File: src/rtl/heichips25_pkg.sv
// Shared types and constants for the nibble-serial memory bridge.
package heichips25_pkg;

  typedef enum logic [2:0] {
    IDLE    = 3'd0,
    TX_CMD  = 3'd1,
    TX_STRB = 3'd2,
    TX_ADDR = 3'd3,
    TX_DATA = 3'd4,
    RX      = 3'd5,
    RSP     = 3'd6
  } bridge_state_e;

  localparam logic [3:0] CMD_READ  = 4'h0;
  localparam logic [3:0] CMD_WRITE = 4'h1;
  localparam int         RSP_ERR_BIT = 0;

endpackage

File: src/rtl/mem_nibble_bridge_if.sv
// Core-side 32b request/response channel of the nibble bridge.
// valid/ready: a beat transfers on the posedge where both are high; the sender holds its payload stable while valid is high.
interface mem_nibble_bridge_if #(
  parameter int AW = 32,
  parameter int DW = 32
);
  logic [AW-1:0]   req_addr;
  logic [DW-1:0]   req_wdata;
  logic [DW/8-1:0] req_strb;
  logic            req_write;
  logic            req_valid;
  logic            req_ready;
  logic [DW-1:0]   rsp_rdata;
  logic            rsp_error;
  logic            rsp_valid;
  logic            rsp_ready;

  modport master (
    output req_addr, req_wdata, req_strb, req_write, req_valid, rsp_ready,
    input  req_ready, rsp_rdata, rsp_error, rsp_valid
  );

  modport slave (
    input  req_addr, req_wdata, req_strb, req_write, req_valid, rsp_ready,
    output req_ready, rsp_rdata, rsp_error, rsp_valid
  );
endinterface

File: src/rtl/mem_nibble_bridge.sv
// Serialises one 32b memory request into a nibble frame on the pins and
// collects the nibble response back into a single response beat.
module mem_nibble_bridge
  import heichips25_pkg::*;
#(
  parameter int AW      = 32,
  parameter int DW      = 32,
  parameter int TIMEOUT = 255
) (
  input  logic                 clk,
  input  logic                 rst,
  mem_nibble_bridge_if.slave   mem,
  output logic [3:0]           tx_data,
  output logic                 tx_valid,
  input  logic [3:0]           rx_data,
  input  logic                 rx_valid,
  output logic                 busy,
  output bridge_state_e        state_dbg
);

  localparam int NIB_MAX = ((AW > DW) ? AW : DW) / 4;
  localparam int NIB_W   = (NIB_MAX > 1) ? $clog2(NIB_MAX) : 1;
  localparam int TMO_W   = $clog2(TIMEOUT + 1);
  localparam logic [NIB_W-1:0] ADDR_LAST = NIB_W'(AW/4 - 1);
  localparam logic [NIB_W-1:0] DATA_LAST = NIB_W'(DW/4 - 1);
  localparam logic [TMO_W-1:0] TMO_LAST  = TMO_W'(TIMEOUT - 1);

  bridge_state_e    state, state_nxt;
  logic [NIB_W-1:0] nib_idx;
  logic [TMO_W-1:0] tmo_cnt;
  logic [AW-1:0]    addr_sh;
  logic [DW-1:0]    data_sh;
  logic [3:0]       strb_q;
  logic             write_q;
  logic [DW-1:0]    rdata_q;
  logic             err_q;
  logic             nib_adv;
  logic             timeout;

  assign state_dbg = state;
  assign busy      = (state != IDLE);
  assign timeout   = (state == RX) && !rx_valid && (tmo_cnt == TMO_LAST);

  always_comb begin
    state_nxt     = state;
    mem.req_ready = 1'b0;
    mem.rsp_valid = 1'b0;
    mem.rsp_error = 1'b0;
    mem.rsp_rdata = '0;
    tx_valid      = 1'b0;
    tx_data       = 4'h0;
    nib_adv       = 1'b0;
    case (state)
      IDLE: begin
        mem.req_ready = 1'b1;
        if (mem.req_valid) state_nxt = TX_CMD;
      end
      TX_CMD: begin
        tx_valid  = 1'b1;
        tx_data   = write_q ? CMD_WRITE : CMD_READ;
        state_nxt = TX_STRB;
      end
      TX_STRB: begin
        tx_valid  = 1'b1;
        tx_data   = strb_q;
        state_nxt = TX_ADDR;
      end
      TX_ADDR: begin
        tx_valid = 1'b1;
        tx_data  = addr_sh[3:0];
        nib_adv  = 1'b1;
        if (nib_idx == ADDR_LAST) state_nxt = write_q ? TX_DATA : RX;
      end
      TX_DATA: begin
        tx_valid = 1'b1;
        tx_data  = data_sh[3:0];
        nib_adv  = 1'b1;
        if (nib_idx == DATA_LAST) state_nxt = RX;
      end
      RX: begin
        nib_adv = rx_valid;
        // A write acknowledges with a single status nibble.
        if (rx_valid && (write_q || nib_idx == DATA_LAST)) state_nxt = RSP;
        else if (timeout) state_nxt = RSP;
      end
      RSP: begin
        mem.rsp_valid = 1'b1;
        mem.rsp_error = err_q;
        mem.rsp_rdata = rdata_q;
        if (mem.rsp_ready) state_nxt = IDLE;
      end
      default: state_nxt = IDLE;
    endcase
  end

  always_ff @(posedge clk) begin
    if (rst) begin
      state   <= IDLE;
      nib_idx <= '0;
      tmo_cnt <= '0;
      addr_sh <= '0;
      data_sh <= '0;
      strb_q  <= '0;
      write_q <= 1'b0;
      rdata_q <= '0;
      err_q   <= 1'b0;
    end else begin
      state <= state_nxt;
      if (state_nxt != state) nib_idx <= '0;
      else if (nib_adv)       nib_idx <= nib_idx + 1'b1;
      // The idle counter only runs while waiting on the pins in RX.
      if (state != RX || rx_valid) tmo_cnt <= '0;
      else                         tmo_cnt <= tmo_cnt + 1'b1;
      case (state)
        IDLE: if (mem.req_valid) begin
          addr_sh <= mem.req_addr;
          data_sh <= mem.req_wdata;
          strb_q  <= mem.req_strb[3:0];
          write_q <= mem.req_write;
          rdata_q <= '0;
          err_q   <= 1'b0;
        end
        TX_ADDR: addr_sh <= addr_sh >> 4;
        TX_DATA: data_sh <= data_sh >> 4;
        RX: begin
          if (rx_valid) begin
            if (write_q) err_q   <= rx_data[RSP_ERR_BIT];
            else         rdata_q <= {rx_data, rdata_q[DW-1:4]};
          end else if (timeout) begin
            err_q   <= 1'b1;
            rdata_q <= '0;
          end
        end
        default: ;
      endcase
    end
  end

endmodule

File: src/flat_wrapper.sv
// flat-port wrapper written by rule: the top's interface ports become plain ports
module mem_nibble_bridge_flat import heichips25_pkg::*;
#(
  parameter int AW      = 32,
  parameter int DW      = 32,
  parameter int TIMEOUT = 255
)
  (clk, rst, tx_data, tx_valid, rx_data, rx_valid, busy, state_dbg, mem_req_addr, mem_req_wdata, mem_req_strb, mem_req_write, mem_req_valid, mem_rsp_ready, mem_req_ready, mem_rsp_rdata, mem_rsp_error, mem_rsp_valid);
  mem_nibble_bridge_if #(.AW(AW), .DW(DW)) mem_i ();
  input  logic clk;
  input  logic rst;
  output logic [3:0] tx_data;
  output logic tx_valid;
  input  logic [3:0] rx_data;
  input  logic rx_valid;
  output logic busy;
  output bridge_state_e state_dbg;
  input wire logic [$bits(mem_i.req_addr)-1:0] mem_req_addr;
  input wire logic [$bits(mem_i.req_wdata)-1:0] mem_req_wdata;
  input wire logic [$bits(mem_i.req_strb)-1:0] mem_req_strb;
  input wire logic [$bits(mem_i.req_write)-1:0] mem_req_write;
  input wire logic [$bits(mem_i.req_valid)-1:0] mem_req_valid;
  input wire logic [$bits(mem_i.rsp_ready)-1:0] mem_rsp_ready;
  output wire logic [$bits(mem_i.req_ready)-1:0] mem_req_ready;
  output wire logic [$bits(mem_i.rsp_rdata)-1:0] mem_rsp_rdata;
  output wire logic [$bits(mem_i.rsp_error)-1:0] mem_rsp_error;
  output wire logic [$bits(mem_i.rsp_valid)-1:0] mem_rsp_valid;
  assign mem_i.req_addr = mem_req_addr;
  assign mem_i.req_wdata = mem_req_wdata;
  assign mem_i.req_strb = mem_req_strb;
  assign mem_i.req_write = mem_req_write;
  assign mem_i.req_valid = mem_req_valid;
  assign mem_i.rsp_ready = mem_rsp_ready;
  assign mem_req_ready = mem_i.req_ready;
  assign mem_rsp_rdata = mem_i.rsp_rdata;
  assign mem_rsp_error = mem_i.rsp_error;
  assign mem_rsp_valid = mem_i.rsp_valid;
  mem_nibble_bridge #(.AW(AW), .DW(DW), .TIMEOUT(TIMEOUT)) u_core (.clk(clk), .rst(rst), .mem(mem_i), .tx_data(tx_data), .tx_valid(tx_valid), .rx_data(rx_data), .rx_valid(rx_valid), .busy(busy), .state_dbg(state_dbg));
endmodule
File: config.mk
export PLATFORM = sky130hd
export DESIGN_NAME = mem_nibble_bridge_flat
export DESIGN_NICKNAME = d
export VERILOG_FILES = /design/src/rtl/heichips25_pkg.sv /design/src/rtl/mem_nibble_bridge_if.sv /design/src/rtl/mem_nibble_bridge.sv /design/src/flat_wrapper.sv
export SDC_FILE = /design/constraint.sdc
export NUM_CORES = 1
export LEC_CHECK = 0
export CAP_MARGIN = 10
export CELL_PAD_IN_SITES_DETAIL_PLACEMENT = 1
export CELL_PAD_IN_SITES_GLOBAL_PLACEMENT = 1
export CORE_MARGIN = 2
export CORE_UTILIZATION = 33
export DETAILED_ROUTE_END_ITERATION = 10
export PLACE_DENSITY_LB_ADDON = 0.1
export SYNTH_ARGS = -nofsm -noshare
export SYNTH_HDL_FRONTEND = slang
export SYNTH_SLANG_ARGS = --single-unit
File: constraint.sdc
create_clock -name clk -period 1.8 [get_ports clk]
set_clock_uncertainty 0.1 [all_clocks]
set_input_delay 0.45 -clock clk [delete_from_list [all_inputs] [get_ports clk]]
set_output_delay 0.45 -clock clk [all_outputs]
set_load 0.01 [all_outputs]
# --- After elaboration in Yosys (flattened, before gate mapping) ---
# Cells that the tools add are included.
word_totals:
  register_bits: 116
  inputBits: 78
  wordCells: 75
  output_inout_bits: 44
op_classes:
  n_eq_ne: 14
  reduce_logical: 20
  n_addsub: 2
  muxes: 30
op_table:
  columns: ["cell", "n"]
  rows:
  - ["2-to-1 mux 32 bit", 7]
  - ["one-hot mux 32 bit (2 select lines)", 3]
  - ["one-hot mux 3 bit (7 select lines)", 1]
  - ["2-to-1 mux 3 bit", 6]
  - ["one-hot mux 4 bit (4 select lines)", 1]
  - ["== test 3 bit, second input constant", 4]
  - ["2-to-1 mux 1 bit", 10]
  - ["adder 8 x 1 -> 8 bit, second input constant", 1]
  - ["== test 8 bit, second input constant", 1]
  - ["AND reduction 4 bit", 2]
  - ["== test 3 x 2 -> 1 bit, second input constant", 2]
  - ["inequality test 3 x 2 -> 1 bit, second input constant", 2]
  - ["inequality test 3 bit, second input constant", 2]
  - ["AND reduction 2 bit", 3]
  - ["nonzero test 2 bit", 3]
  - ["OR reduction 2 bit", 3]
  - ["one-hot mux 1 bit (2 select lines)", 2]
  - ["OR reduction 4 bit", 1]
  - ["adder 3 x 1 -> 3 bit, second input constant", 1]
  - ["== test 3 x 1 -> 1 bit, second input constant", 1]
  - ["logical AND 1 bit", 3]
  - ["zero test 3 bit", 1]
  - ["inequality test 3 bit", 1]
  - ["nonzero test 3 bit", 1]
  - ["other kinds (3)", 4]

# --- Depth between registers and ports, before layout ---
# Gate-level depths: netlist (run 1).
logic_depth:
  ltp_word: 8
  ltp_mapped: 10
  mapped_depth_nobuf: 6

# --- Worst setup path before layout (run 1) ---
# OpenSTA, ideal clock, no wires.
synth_path:
  kind: "reg2out"
  start: "register u_core.state[2] (netlist: u_core.state_dbg[2])"
  end: "output port mem_rsp_rdata[22]"
  required_ns: 1.250
  path_slack_ns: -0.226
  n_path_buf: 1
  t_arrival_ns: 1.476
  stages_incl_launch_ff: 5
  cell_sequence: "dfxtp_1 -> inv_2 -> nor3b_1 -> clkbuf_1 -> and2_1"
synth_via:
  elab_chain_cells: 2
synth_rtl:
  columns: ["element", "line", "source"]
  rows:
  - ["from (decl)", "mem_nibble_bridge.sv:28", "bridge_state_e state, state_nxt;"]
  - ["from (signal assigned)", "mem_nibble_bridge.sv:108", "state <= state_nxt;"]
  - ["== test 3 bit", "mem_nibble_bridge.sv:53", "case (state)"]
  - ["2-to-1 mux 32 bit", "mem_nibble_bridge.sv:53", null]
  - ["to (decl)", "flat_wrapper.sv:25", "output wire logic [$bits(mem_i.rsp_rdata)-1:0] mem_rsp_rdata;"]
# No other way between the ends.

# --- Worst setup path after layout (run 1) ---
layout_path:
  start: "register u_core.state[0] (netlist: u_core.state_dbg[0])"
  end: "output port mem_rsp_rdata[2]"
# The elaborated chain is that of the path after synthesis.

==> impl_metrics.csv, run 1 <==
group,metric,value,unit
finish,n_antenna_cell,0,
global_routing,grt_pass1_vias,5568,
sta,fin_crit,2.22,ns
finish,layout_commonest_cell,"dfxtp_1",
global_routing,grt_pass1_wl,30600,µm
clock_network,cts_tree,"built",
placement,place.gp.congestion,0.803,
sta,finalMaxSlewViolations,0,
yosys,synth_xor_area_share,1.20,%
outcome,violations,"negative setup slack",
clock_network,clock_latency,0.43,ns
yosys,synth_nets,674,
yosys,synthArstFlopShare,0,%
yosys,synth_area_leader_cell,"dfxtp_1",
sta,slew_headroom,44.7,%
critical_path,start_kind,"register",
sta,finalCritPeriodShare,123,%
sta,layout_setup_ws,-0.421,ns
placement,dp_cells,888,
sta,grt_setup_unrepaired,"yes",
yosys,muxShareOfSynthArea,1.18,%
clock_network,numCtsBuffers,17,
clock_network,clock-sinks,116,
power,switching_power,0.00217,W
global_routing,track_usage,24.3,%
finish,fin_area,9590,µm²
yosys,synth_top_family_by_area,"simple AND/OR/NAND/NOR gates",
critical_path,crit_chain,"nor3b_4 -> buf_6 -> buf_12 -> buf_12 -> and2_4 -> buf_6",
placement,detailedPlace.worstSlack,-0.446,ns
floorplan,dieArea,16500,µm²
sta,fin_tns_setup,-29.03,ns
critical_path,rr_startpoint,"u_core.state_dbg[0]$_SDFF_PP0_",
yosys,synthTopCellsByArea,"dfxtp_1 46%, nand2_1 10%, a311oi_1 9.6%, a32o_1 6.3%, nor2_1 5.2%",
placement,place_area,6660,µm²
routing,drt_wl_total,22700,µm
power,pwr-share-comb,20.5,%
power,p_leak,3.94,nW
finish,area_delta_synth_final,88.1,%
routing,drt_iter0_markers,334,
power,power,0.00797,W
floorplan,core,15100,µm²
worst_hold_path,hold_start,"rst",
sta,final_hold_viol_count,0,
critical_path,crit_family,"buffers and inverters",
clock_network,cts_root_buf,"clkbuf_16",
critical_path,cp_slowest_cell,"dfxtp_4",
yosys,synth-edff-count,0,
floorplan,num_rows,45,
yosys,synthCells,592,
power,swShare,27.3,%
worst_hold_path,min_path_type,"in2reg",
floorplan,start_util,33.7,%
finish,finalNetCount,856,
critical_path,critical_path_class,"reg2out",
routing,dr.pass1.iters,5,
yosys,synth-compound-area-share,20.8,%
critical_path,startpoint,"u_core.state_dbg[0]$_SDFF_PP0_",
sta,max_freq,0.450,GHz
routing,wl_per_cell,23.3,µm
flow_run,max_cap_viol_count,0,
yosys,netlist_area,5100,µm²
critical_path,cp.arrival,1.67,ns
yosys,postSynthAreaPerCell,8.61,µm²
critical_path,cp-end-kind,"output pin",
critical_path,worstPathRequired,1.25,ns
clock_network,cts_buffer_depth,2,
power,vdd_drop_max,0.793,mV
finish,n_fill_cell,1536,
sta,setup_viol,150,
floorplan,die_x,128,µm
yosys,seq_area_frac_synth,45.5,%
routing,drc,0,
outcome,status,"finished, violations left",
yosys,yosysUniqueCellTypes,44,
critical_path,cpPeakStageDelay,0.37,ns
clock_network,path_clk_slew,0.06,ns
yosys,synth_top_area_share,45.5,%
power,pwr-share-clk,43.8,%
routing,avgViaCountPerCell,5.57,
global_routing,grt_overflow,0,
finish,multiInputGateArea,3750,µm²
power,seqPwrFrac,35.6,%
finish,final-seq-area,2330,µm²
floorplan,die_y,128,µm
power,internal_power,0.00579,W
critical_path,cp_max_fo,5,
global_routing,grt_max_degree,58,
finish,instances_no_fill,974,
finish,drive_gt1_share,51.5,%
floorplan,ioPinCount,122,
power,cellPowerDensity,831,nW/µm²
global_routing,antenna_found_initial,0,
clock_network,htreeDepth,4,
sta,worst_pin_slew,0.821,ns
yosys,synthSimpleGateAreaFrac,23.8,%
routing,ant_nets,0,
placement,dp_hpwl,10200,µm
yosys,yosys_warnings,0,
routing,dr_total_vias,5430,
yosys,synth_flop_cell,"dfxtp_1",
critical_path,path_buf_inv,4,
placement,place.port_buffers,121,
yosys,ys_ff_latch,116,
finish,mostFrequentLayoutCells,"111 x dfxtp_1, 75 x clkdlybuf4s50_1, 66 x nand2_4",
yosys,synth_adder_area_share,0.982,%
-- stage by stage --
step	util, %	hold slack, ns
after floorplan	-	0.336
after global placement	44.0	0.349
after detailed placement	44.0	0.354
after CTS	56.9	0.258
after global routing	63.3	0.295
final	63.3	0.287
-- final timing paths --
| path | endpoint | slack (ns) | cells after the start |
|---|---|---|---|
| max reg2reg | u_core.rdata_q[21]$_SDFFE_PP0P_ | -0.23 | 10 |
| min | u_core.err_q$_SDFFE_PP0P_ | 0.29 | 2 |
| min reg2reg | u_core.addr_sh[18]$_SDFFE_PP0P_ | 0.38 | 2 |
| max | mem_rsp_rdata[2] | -0.42 | 6 |
-- flip-flops by register name, summed over array words and instances (netlist names) --
signal and cells:
u_core.addr_sh 32, u_core.err_q 1, u_core.rdata_q 32, u_core.strb_q 4, u_core.state_dbg 3, u_core.tmo_cnt 8
u_core.write_q 1, u_core.nib_idx 3, u_core.data_sh 32
-- area by class of cell --
type / instances / share of cell area, %
multi-input combinational: 418 / 39.1
sequential: 116 / 24.3
clock inverter: 10 / 1.37
clock buffer: 21 / 4.80
inverter: 9 / 0.457
tap: 188 / 2.45
timing repair buffer: 212 / 27.5
-- timing repair --
item	4_1_cts	5_1_grt
buffers inserted	25	16
gates cloned	23	4
setup endpoints to repair	151	156
pin swaps	145	122
gates resized for setup	388	217
hold buffers	0	0
-- synth_stat cells, types with 2 or more instances --
master / number
nand3b_1: 2
buf_6: 11
nand2_2: 2
and3_1: 3
nor2b_1: 4
buf_1: 5
o22ai_1: 4
buf_2: 13
inv_1: 7
a311oi_1: 56
nand2_1: 136
dfxtp_1: 116
a31oi_1: 2
clkbuf_1: 22
nor3b_1: 3
nand3_1: 6
a22oi_1: 4
o21ai_0: 6
xnor2_1: 4
and2_1: 35
nand4_1: 2
nor2_1: 70
xor2_1: 3
inv_2: 2
or3_1: 2
ha_1: 4
a21oi_1: 15
mux2i_1: 6
a32o_1: 32
-- logic make-up after synthesis --
| group | count (synthesis) |
|---|---|
| AND/OR/NAND/NOR | 272 |
| AO/OA/AOI/OAI | 126 |
| multiplexers | 6 |
| XOR/XNOR | 7 |
| flip-flops | 116 |
| adder cells (fa/ha/maj) | 4 |
| buffers and inverters | 61 |
-- power by group through the flow --
stage	sequential, W	combinational (W)	clock [W]
2_1_floorplan	0.00281	0.000458	0
3_3_place_gp	0.00283	0.000802	0
3_5_place_dp	0.00283	0.000819	0
4_1_cts	0.00279	0.00133	0.00345
5_1_grt	0.00285	0.00172	0.00364
6_report	0.00284	0.00164	0.00349
-- layer usage --
| layer | track usage [%] | routed length [µm] | vias to the layer above | share of wire [%] |
|---|---|---|---|---|
| met3 | 6.64 | 987 | 35 | 4.4 |
| met5 | 0 | 0 | - | 0 |
| met4 | 9.18 | 468 | 0 | 2.1 |
| li1 | - | - | 2484 | - |
| met2 | 42.1 | 12000 | 162 | 53 |
| met1 | 28.8 | 9190 | 2749 | 40 |
Power figures use the tool's default switching activity.
==> inputs of run 2 (changes only) <==
--- a/config.mk
+++ b/config.mk
@@ -10,8 +10,11 @@
 export CELL_PAD_IN_SITES_GLOBAL_PLACEMENT = 1
 export CORE_MARGIN = 2
 export CORE_UTILIZATION = 33
+export CTS_CLUSTER_SIZE = 20
 export DETAILED_ROUTE_END_ITERATION = 10
+export GPL_ROUTABILITY_DRIVEN = 1
 export PLACE_DENSITY_LB_ADDON = 0.1
+export SLEW_MARGIN = 40
 export SYNTH_ARGS = -nofsm -noshare
 export SYNTH_HDL_FRONTEND = slang
 export SYNTH_SLANG_ARGS = --single-unit
==> results of run 2 <==
Same layout as run 1: the final DEF is identical, and so are final timing and power.
